**config.mk**
```make
export PLATFORM = sky130hd
export DESIGN_NAME = ae_program_sequencer
export DESIGN_NICKNAME = d
export VERILOG_FILES = /design/src/rtl/ae_program_sequencer.sv
export SDC_FILE = /design/constraint.sdc
export NUM_CORES = 1
export LEC_CHECK = 0
export ABC_CLOCK_PERIOD_IN_PS = 2500
export CAP_MARGIN = 20
export CORE_MARGIN = 2
export CORE_UTILIZATION = 30
export DETAILED_ROUTE_END_ITERATION = 6
export PLACE_DENSITY = 0.56
export SLEW_MARGIN = 0
export SYNTH_ARGS = -nofsm -noshare
export SYNTH_HDL_FRONTEND = slang
export SYNTH_SLANG_ARGS = --single-unit
```
**constraint.sdc**
```tcl
create_clock -name clock -period 2.5 [get_ports clock]
set_input_delay 0.5 -clock clock [delete_from_list [all_inputs] [get_ports clock]]
set_output_delay 0.5 -clock clock [all_outputs]
set_load 0.02 [all_outputs]
```
**src/rtl/ae_program_sequencer.sv**
```systemverilog
// Start/done controlled program sequencer for the autoencoder datapath: fetches from a
// synchronous instruction memory, runs single-level LOOP/ENDL blocks, and issues all other words.
//
// state | meaning
// IDLE  | waiting for start
// FETCH | imem_addr presented; also carries a pending issue, held here while stall=1
// EXEC  | imem_data valid; decode and either consume a control word or issue
// DONE  | one-cycle done pulse, busy drops on exit
module ae_program_sequencer #(
    parameter int         ADDR_W  = 16,
    parameter logic [3:0] OP_HALT = 4'hF,
    parameter logic [3:0] OP_LOOP = 4'hE,
    parameter logic [3:0] OP_ENDL = 4'hD
) (
    input  logic              clock,
    input  logic              reset_n,
    input  logic              start,
    input  logic [ADDR_W-1:0] start_addr,
    output logic [ADDR_W-1:0] imem_addr,
    input  logic [15:0]       imem_data,
    output logic              issue_valid,
    output logic [15:0]       issue_instr,
    input  logic              stall,
    output logic              busy,
    output logic              done,
    output logic              error
);

    typedef enum logic [1:0] {
        S_IDLE,
        S_FETCH,
        S_EXEC,
        S_DONE
    } state_t;

    state_t            state;
    logic [ADDR_W-1:0] loop_start;
    logic [11:0]       loop_cnt;
    logic              loop_active;

    logic [3:0]        op;
    logic [11:0]       loop_init;
    logic [ADDR_W-1:0] pc_inc;

    // imem_addr doubles as the program counter, so the address is already registered
    // when FETCH begins and the memory returns data in EXEC.
    assign op        = imem_data[15:12];
    assign loop_init = (imem_data[11:0] == 12'd0) ? 12'd1 : imem_data[11:0];
    assign pc_inc    = imem_addr + ADDR_W'(1);

    always_ff @(posedge clock or negedge reset_n) begin
        if (!reset_n) begin
            state       <= S_IDLE;
            imem_addr   <= '0;
            issue_valid <= 1'b0;
            issue_instr <= '0;
            busy        <= 1'b0;
            done        <= 1'b0;
            error       <= 1'b0;
            loop_start  <= '0;
            loop_cnt    <= '0;
            loop_active <= 1'b0;
        end else begin
            done <= 1'b0;
            case (state)
                S_IDLE: begin
                    if (start) begin
                        imem_addr <= start_addr;
                        error     <= 1'b0;
                        busy      <= 1'b1;
                        state     <= S_FETCH;
                    end
                end
                S_FETCH: begin
                    if (!(issue_valid && stall)) begin
                        issue_valid <= 1'b0;
                        state       <= S_EXEC;
                    end
                end
                S_EXEC: begin
                    case (op)
                        OP_HALT: begin
                            done  <= 1'b1;
                            state <= S_DONE;
                        end
                        OP_LOOP: begin
                            if (loop_active) begin
                                error <= 1'b1;
                                done  <= 1'b1;
                                state <= S_DONE;
                            end else begin
                                loop_start  <= pc_inc;
                                loop_cnt    <= loop_init;
                                loop_active <= 1'b1;
                                imem_addr   <= pc_inc;
                                state       <= S_FETCH;
                            end
                        end
                        OP_ENDL: begin
                            if (!loop_active) begin
                                error <= 1'b1;
                                done  <= 1'b1;
                                state <= S_DONE;
                            end else if (loop_cnt > 12'd1) begin
                                loop_cnt  <= loop_cnt - 12'd1;
                                imem_addr <= loop_start;
                                state     <= S_FETCH;
                            end else begin
                                loop_active <= 1'b0;
                                imem_addr   <= pc_inc;
                                state       <= S_FETCH;
                            end
                        end
                        default: begin
                            // The issue cycle overlaps the next fetch to keep two cycles per word.
                            issue_instr <= imem_data;
                            issue_valid <= 1'b1;
                            imem_addr   <= pc_inc;
                            state       <= S_FETCH;
                        end
                    endcase
                end
                S_DONE: begin
                    busy        <= 1'b0;
                    loop_active <= 1'b0;
                    state       <= S_IDLE;
                end
                default: state <= S_IDLE;
            endcase
        end
    end

endmodule

```
After elaboration in Yosys (flattened, before gate mapping)
Index checks and enable logic that the tools add are counted.
{"block": "classes", "mux": 35, "n_addsub": 2, "reduce_logical": 18, "magnitude_cmp": 1, "eq_ne": 18, "bitwise": 2}
{"cell": "2-to-1 mux 16 bit", "n": 4}
{"cell": "2-to-1 mux 12 bit", "n": 4}
{"cell": "one-hot mux 16 bit (3 select lines)", "n": 1}
{"cell": "one-hot mux 16 bit (2 select lines)", "n": 1}
{"cell": "one-hot mux 12 bit (2 select lines)", "n": 1}
{"cell": "adder 16 x 1 -> 16 bit, second input constant", "n": 1}
{"cell": "AND reduction 5 bit", "n": 3}
{"cell": "inequality test 2 bit, second input constant", "n": 7}
{"cell": "== test 4 bit, second input constant", "n": 3}
{"cell": "greater-than comparator 12 x 1 -> 1 bit, second input constant", "n": 1}
{"cell": "logical NOT 12 bit", "n": 1}
{"cell": "inequality test 3 bit, second input constant", "n": 4}
{"cell": "one-hot mux 1 bit (2 select lines)", "n": 6}
{"cell": "subtractor 12 x 1 -> 12 bit, second input constant", "n": 1}
{"cell": "2-to-1 mux 1 bit", "n": 11}
{"cell": "nonzero test 2 bit", "n": 5}
{"cell": "2-to-1 mux 2 bit", "n": 4}
{"cell": "one-hot mux 2 bit (4 select lines)", "n": 1}
{"cell": "AND reduction 2 bit", "n": 4}
{"cell": "one-hot mux 2 bit (3 select lines)", "n": 1}
{"cell": "AND reduction 3 bit", "n": 2}
{"cell": "== test 2 bit, second input constant", "n": 2}
{"cell": "inequality test 3 x 2 -> 1 bit, second input constant", "n": 1}
{"cell": "one-hot mux 1 bit (3 select lines)", "n": 1}
{"cell": "5 further kinds", "n": 6}
{"block": "word_totals", "reg_bits": 67, "out_inout_bits": 36, "in_bits": 36}

Longest topological paths before layout
Gate-level depths: netlist of run 1.
{"block": "depth", "word_depth": 5, "ltp_mapped": 9, "mapped_depth_nobuf": 7}

Least setup slack after synthesis of run 1
OpenSTA, ideal clock, no wires.
{"block": "synth_timing", "path_type": "register -> register", "start": "register loop_cnt[4]", "end": "register imem_addr[11]", "arrival_time_ns": 2.081, "stages_incl_launch_ff": 9, "setup_slack_ns": 0.293, "synth_period_minus_slack_ns": 2.207, "n_path_buf": 4, "cell_sequence": "dfrtp_1 -> buf_6 -> or4_1 -> buf_2 -> o41ai_4 -> buf_6 -> buf_6 -> a211oi_1 -> a221o_1"}
{"block": "synth_via", "elab_chain_len": 5}
{"item": "start: declaration", "line": "38", "rtl": "logic [11:0] loop_cnt;"}
{"item": "start signal: assignment", "line": "93", "rtl": "loop_cnt <= loop_init;"}
{"item": "start signal: assignment", "line": "105", "rtl": "loop_cnt <= loop_cnt - 12'd1;"}
{"item": "greater-than comparator 12 x 1 -> 1 bit", "line": "104", "rtl": "end else if (loop_cnt > 12'd1) begin"}
{"item": "2-to-1 mux 16 bit", "line": "104"}
{"item": "2-to-1 mux 16 bit", "line": "100", "rtl": "if (!loop_active) begin"}
{"item": "one-hot mux 16 bit (3 select lines)", "line": "81", "rtl": "case (op)"}
{"item": "one-hot mux 16 bit (2 select lines)", "line": "65", "rtl": "case (state)"}
{"item": "end signal: assignment", "line": "68", "rtl": "imem_addr <= start_addr;"}
{"item": "end signal: assignment", "line": "106", "rtl": "imem_addr <= loop_start;"}
{"item": "end signal: assignment", "line": "110", "rtl": "imem_addr <= pc_inc;"}
{"item": "end: declaration", "line": "19", "rtl": "output logic [ADDR_W-1:0] imem_addr,"}
Every way passes these cells. The select of a mux whose other input is x is not followed.
A chain may end at the register's enable or synchronous reset.

Worst setup path in the final report of run 1
{"block": "layout_timing", "start": "register loop_cnt[6]", "end": "register loop_cnt[4]"}
{"block": "layout_via", "elab_chain_len": 3}
{"item": "greater-than comparator 12 x 1 -> 1 bit", "line": "104"}
{"item": "inequality test 2 bit (no line)"}
{"item": "AND reduction 5 bit (no line)"}
Every way passes these cells.

==> impl_metrics.ini, run 1 <==
[run_status]
run_status = finished, final reports clean

[timing]
fin_worst_skew_ps = 5.003
timing.final.crit_period_ps = 2329
final_hold_viol_count = 0
transition_time_at_the_pin_with_the_least_slew_margin_ps = 819.2
report.final.setup_viol = 0
grt_setup_unrepaired = no
timing.final.max_slew_violations = 0
period_share_pct = 93.16
fmaxAchievable_mhz = 429.4
timing.final.ws_setup_ps = 171.0
timing.max_slew.rel_slack_pct = 45.39

[critical_path]
timing.critical_path.arrival_ps = 2540
cp_top_family = compound AO/OA/AOI/OAI gates
crit_fanout = 13
cp_cell_sequence = or4_1, o41ai_4, o21a_1, buf_4, a21oi_1, o22a_1
worst_path_max_delay_cell = or4_1
critical-path-max-stage-delay_ps = 640
path_class = reg -> reg
worstReg2RegStart = loop_cnt[6]
critical_path_required_ps = 2710
endpoint_kind = flip-flop
worst_setup_path_start_kind = flip-flop
timing.critical_path.depth = 6
end_of_the_worst_register_to_register_path = loop_cnt[4]
reg2reg_depth = 6
critical_path.n_buffers_inverters = 1
timing.reg2reg.setup_slack_ps = 170

[synth]
synth_enable_flop_cells = 0
ys_types = 46
synth_area_um2 = 3482
postSynthNetCount = 392
ys_seq_elements = 67
synth.yosys.seq_area_share_pct = 48.15
gate_count_of_the_mapped_netlist = 353
syn_avg_cell_area_um2 = 9.864
synth_flop_cell = dfrtp_1
syn_warnings = 0
synthArstFlopShare_pct = 100.0

[cts]
cts_tree = yes
clock_path_buffers = 2
cts_num_sinks = 67
cts_clk_pin_slew_worst_paths_ps = 50
cts.hold.buffers_added = 0
clock_tree.htree_level_count = 3
insertion_delay_ps = 330
cts-buffers-inserted = 9
clock_tree_root_driver_cell = clkbuf_16

[cells_and_area]
share_of_the_core_filled_with_cells_pct = 41.51
diodes = 0
design.final.nets = 471
drive_gt1_share_pct = 11.90
synthToLayoutAreaGrowth_pct = 35.54
fillerInstances = 1133

[placement]
count_of_buffers_from_port_buffering = 71
place.detailed.hpwl_um = 6643
gp_routability_congestion = 0.8036
placement.setup.worst_slack_ps = -29.14

[drt]
vias = 3019
drt-pass1-iter-count = 4
antenna_violation_net_count_after_detailed_routing = 0
drt_wl_total_um = 9277
routedWlPerCell_um = 15.99
drc = 0
vias_per_cell = 5.205
detail_route.iter0.violations = 147

[job]
max_cap_violations = 0

[min_path]
hold_path.class = in -> async

[power_and_ir_drop]
peakVddDrop_uv = 474.6
report.power.total_w = 0.005550
static-leakage-power_nw = 1.898
pwr_density_cell_nw_per_um2 = 1176

[grt]
grt_antenna_before_repair = 0
gr-total-overflow = 0
grt_use_total_pct = 15.83
grt_pass1_wl_um = 15790
grt_start_max_net_pins = 35
vias_in_the_first_global_route = 3029

[floorplanning]
initial_cell_density_of_the_core_pct = 30.63
row_count = 39
fp.dieH_um = 111.7
core_region_area_um2 = 11370
boundaryPins = 72
fp.dieArea_um2 = 12480
die_width_um = 111.7
-- power breakdown --
group / switching [W] / internal (W)
Clock: 0.000449 / 0.000799
Combinational: 0.00114 / 0.00115
Sequential: 0.000476 / 0.00154
-- state kept, by name, summed over array words and instances (netlist names), 2 cells and up --
register / cells
imem_addr: 16
issue_instr: 16
loop_start: 16
loop_cnt: 12
state: 2
-- through the flow --
step           hold slack (ps)  setup TNS, ps  instance area (µm²)  instances
2_1_floorplan            204.4              0                 3482        353
3_3_place_gp             463.3              0                 4427        564
3_5_place_dp             472.8         -111.0                 4427        564
4_1_cts                  289.1              0                 4716        580
5_1_grt                  320.3              0                 4720        580
6_report                 267.6              0                 4720        580
-- metal layers --
metal | share of wire (%) | up-vias | global-route usage [%] | wire length, µm
li1 | - | 1477 | - | -
met1 | 47 | 1485 | 21.71 | 4386
met2 | 48 | 44 | 24.77 | 4486
met3 | 2.4 | 13 | 2.450 | 219
met4 | 2.0 | 0 | 7.160 | 184
met5 | 0 | - | 0 | 0
-- worst reg2reg max path: stages (launching register included) --
cell and delay, ps:
dfrtp_1 420, or4_1 640, o41ai_4 450, o21a_1 260, buf_4 210, a21oi_1 60, o22a_1 170
-- cell type report --
cell class	instances	area, µm²	share of cell area (%)
sequential	67	1677	35.52
multi-input combinational	254	1657	35.10
timing repair buffer	91	884.6	18.74
clock buffer	14	254.0	5.382
tap	143	178.9	3.791
clock inverter	2	35.03	0.7423
inverter	9	33.78	0.7158
-- cells by family (layout without fill, tap and decap cells) --
group,Yosys count,after routing,synth area share [%]
adders and majority gates,3,3,1.078
buffers and inverters,32,116,4.276
DFF,67,67,48.15
muxes,19,19,6.073
xor gates and xnor gates,14,14,3.521
AOI/OAI and AO/OA,107,107,21.20
and+or+nand+nor,111,111,15.70
-- cells in the final DEF, fill, tap and decap left out, types with 3 or more instances in the layout --
master,count
nand2_1,28
a31oi_1,4
clkdlybuf4s50_1,70
and4_1,3
clkbuf_1,4
o211ai_1,3
a221o_1,11
buf_4,17
a22oi_1,6
xnor2_1,7
nand4_1,5
nand3_1,13
o2bb2ai_1,5
or4_1,3
clkbuf_16,9
inv_1,9
o21ai_0,33
nor2_1,28
a21oi_1,18
dfrtp_1,67
nor3_1,10
a211oi_1,12
nor4_1,10
xor2_1,7
ha_1,3
mux2_2,17
-- synth_stat cells (4+ instances only) --
| cell | number | area (µm²) |
|---|---|---|
| nor4_1 | 10 | 62.56 |
| nand4_1 | 5 | 31.28 |
| mux2_2 | 17 | 191.4 |
| a211oi_1 | 12 | 90.09 |
| inv_1 | 9 | 33.78 |
| a221o_1 | 11 | 110.1 |
| nor3_1 | 10 | 50.05 |
| nor2_1 | 28 | 105.1 |
| o21ai_0 | 34 | 170.2 |
| xnor2_1 | 7 | 61.31 |
| clkbuf_1 | 17 | 63.81 |
| dfrtp_1 | 67 | 1677 |
| nand3_1 | 13 | 65.06 |
| a21oi_1 | 18 | 90.09 |
| a22oi_1 | 6 | 45.04 |
| xor2_1 | 7 | 61.31 |
| o2bb2ai_1 | 5 | 43.79 |
| a31oi_1 | 4 | 25.02 |
| nand2_1 | 28 | 105.1 |
-- timing repair --
item | 4_1_cts | 5_1_grt
gates resized for setup | 0 | 2
endpoints found under the hold margin | 0 | 0
endpoints found under the setup margin | 0 | 12
setup buffers | 0 | 0
-- worst max-delay path by stage --
stage | slack [ps] | endpoint | from
after CTS | 140 | imem_addr[10] | loop_cnt[6]
after global placement | 3 | loop_cnt[7] | imem_data[12]
after global routing | 40 | loop_cnt[4] | loop_cnt[6]
after floorplan | 290 | imem_addr[11] | loop_cnt[4]
final | 170 | loop_cnt[4] | loop_cnt[6]
after detailed placement | -30 | loop_cnt[10] | imem_data[12]
(Power assumes the default switching activity.)
==> run 2, diff against run 1 <==
Settings changed: ABC_AREA set to 1, ABC_CLOCK_PERIOD_IN_PS 2500 to 3000, GPL_TIMING_DRIVEN set to 0, PLACE_DENSITY 0.56 to 0.55.
Clock period 2.5 ns to 3 ns, I/O delays scaled along.
==> run 2 against run 1 <==
Effect of this change: wire length increased by 20%; via count increased by 27%; final area increased by 9.5%; sequential power decreased by 15%; global-route usage increased by 0.56 points; flip-flop and latch count unchanged; critical path depth increased by 1; first-iteration DRC count increased by 84%; largest power group unchanged.
==> impl_metrics.ini, run 2 <==
[run_status]
run_status = finished, final reports clean

[grt]
grt_start_max_net_pins = 68
grt_use_total_pct = 16.39
vias_in_the_first_global_route = 3681
grt_antenna_before_repair = 0
gr-total-overflow = 0
grt_pass1_wl_um = 18620

[drt]
drc = 0
drt_wl_total_um = 11130
antenna_violation_net_count_after_detailed_routing = 0
drt-pass1-iter-count = 4
vias_per_cell = 4.699
vias = 3820
routedWlPerCell_um = 13.68
detail_route.iter0.violations = 270

[synth]
gate_count_of_the_mapped_netlist = 554
synth.yosys.seq_area_share_pct = 42.30
synth_area_um2 = 3964
yosys.area.top_type = dfrtp_1
synth_enable_flop_cells = 0
synth_top_area_share_pct = 42.30
ys_seq_elements = 67
postSynthNetCount = 593
post-synth-top-count-cell = nand2_1
syn_avg_cell_area_um2 = 7.155
synth_top_cells_by_area = dfrtp_1 (42%), nand2_1 (14%), nor2_1 (8.9%), inv_1 (5.6%), nand3_1 (4.7%)
synthArstFlopShare_pct = 100.0
synth_flop_cell = dfrtp_1
yosys-top-cells-count = nand2_1 (144), nor2_1 (94), dfrtp_1 (67)
ys_types = 36
syn_warnings = 0

[cells_and_area]
drive_gt1_share_pct = 9.360
stdcell_area_um2 = 5167
layout_common_cells = nand2_1 (144), nor2_1 (94), clkdlybuf4s50_1 (70)
diodes = 0
biggestRegsByFlops = imem_addr: 16 flops, issue_instr: 16 flops, loop_start: 16 flops
instances_no_fill = 813
synthToLayoutAreaGrowth_pct = 30.37
mostFrequentLayoutCell = nand2_1
design.final.nets = 675

[critical_path]
reg2reg_depth = 12
endpoint_kind = flip-flop
timing.critical_path.arrival_ps = 2300
path_class = in -> reg
end_of_the_worst_register_to_register_path = loop_cnt[7]
critical-path-max-stage-delay_ps = 510
crit_fanout = 10
worst_setup_path_start_kind = input pin
critical_path_required_ps = 3200
timing.reg2reg.setup_slack_ps = 1040
cp_cell_sequence = clkdlybuf4s50_1, inv_2, nor3_2, nand3_2, clkbuf_1, nand2_1, o21ai_0
worst_path_max_delay_cell = clkdlybuf4s50_1
worstReg2RegStart = loop_cnt[0]

[timing]
period_share_pct = 70.18
transition_time_at_the_pin_with_the_least_slew_margin_ps = 880.8
worst_hold_slack_ps = 381.2
timing.final.crit_period_ps = 2105
timing.final.max_slew_violations = 0
fmaxAchievable_mhz = 475.0
grt_setup_unrepaired = no
totalNegativeSetupSlack_ps = 0
final_hold_viol_count = 0
timing.max_slew.rel_slack_pct = 41.28
report.final.setup_viol = 0
fin_worst_skew_ps = 6.760

[placement]
place.detailed.hpwl_um = 8109
place_area_um2 = 4887
post-place-cells = 797
count_of_buffers_from_port_buffering = 71
gp_routability_congestion = 0.8278

[cts]
clock_path_buffers = 2
cts_clk_pin_slew_worst_paths_ps = 60
cts-buffers-inserted = 9
cts_tree = yes
cts_num_sinks = 67
clock_tree_root_driver_cell = clkbuf_16
cts.hold.buffers_added = 0
cts.repair_timing.setup_buffer_count = 0
clock_tree.htree_level_count = 3
cts-resized-gates = 0
insertion_delay_ps = 340

[power_and_ir_drop]
pwr_density_cell_nw_per_um2 = 995.1
peakVddDrop_uv = 343.8
static-leakage-power_nw = 2.427

[floorplanning]
boundaryPins = 72
row_count = 41
initial_cell_density_of_the_core_pct = 31.03
die_width_um = 118.9
fp.dieArea_um2 = 14150
fp.dieH_um = 118.9
core_region_area_um2 = 12770

[min_path]
hold_path.class = in -> async

[job]
max_cap_violations = 0
[run 2: cell count changes after synthesis, moves of 7 or more]
cell	change
nand2_1	+116
nor2_1	+66
inv_1	+50
nand3_1	+24
mux2_2	-15
clkbuf_1	-13
a211oi_1	-12
nand3b_1	+12
a221o_1	-11
nor3_1	-10
nor4_1	-9
inv_2	+7
[run 2: how the worst max path moves through the flow]
| stage | end | cells after the start | start |
|---|---|---|---|
| floorplan | issue_instr[15] | 7 | imem_data[13] |
| global placement | imem_addr[15] | 1 | reset_n |
| detailed placement | imem_addr[12] | 9 | imem_data[14] |
| CTS | imem_addr[10] | 1 | imem_addr[10] |
| global route | imem_addr[13] | 9 | imem_data[15] |
| finish | loop_start[11] | 7 | imem_data[13] |
[run 2: final cells by class]
type | count | area [µm²]
clock buffer | 9 | 225.2
tap | 172 | 215.2
clock inverter | 7 | 55.05
sequential | 67 | 1677
buffer | 17 | 97.59
inverter | 67 | 254.0
timing repair buffer | 71 | 708.2
multi-input combinational | 403 | 1936
fill | 1309 | 7606
[run 2: metal layers]
metal | wire length (µm) | global-route usage, % | share of wire [%] | vias to the layer above
met5 | 0 | 0 | 0 | -
li1 | - | - | - | 1937
met2 | 5072 | 26.01 | 46 | 74
met1 | 5476 | 23.04 | 49 | 1801
met4 | 113 | 4.092 | 1.0 | 0
met3 | 462 | 3.065 | 4.2 | 8
[run 2: critical path: cells and delay by family]
| kind | cells | cell delay, ps |
|---|---|---|
| AOI/OAI and AO/OA | 1 | 90 |
| buffers and inverters | 3 | 910 |
| and+or+nand+nor | 3 | 700 |
[run 2: report_power, final]
group,switching [W],internal [W],total [W]
sequential,0.000381,0.00132,0.00170
combinational,0.00143,0.00102,0.00245
clock,0.000430,0.000563,0.000993
[run 2: kinds of logic after synthesis]
logic type | synth area share (%)
flops | 42.30
compound gates | 10.57
mux | 0.5681
xor+xnor | 1.326
simple gates | 35.42
buf+inv | 8.870
fa+ha+maj | 0.9471
[run 2: metrics by stage]
stage	total power, W	worst slack (ps)	util [%]
finish	0.005142	894.7	40.45
detailed placement	0.004171	595.9	38.26
global route	0.005556	779.2	40.45
CTS	0.005184	900.0	40.45
floorplan	0.003199	1286	-
global placement	0.004120	-1118	38.28
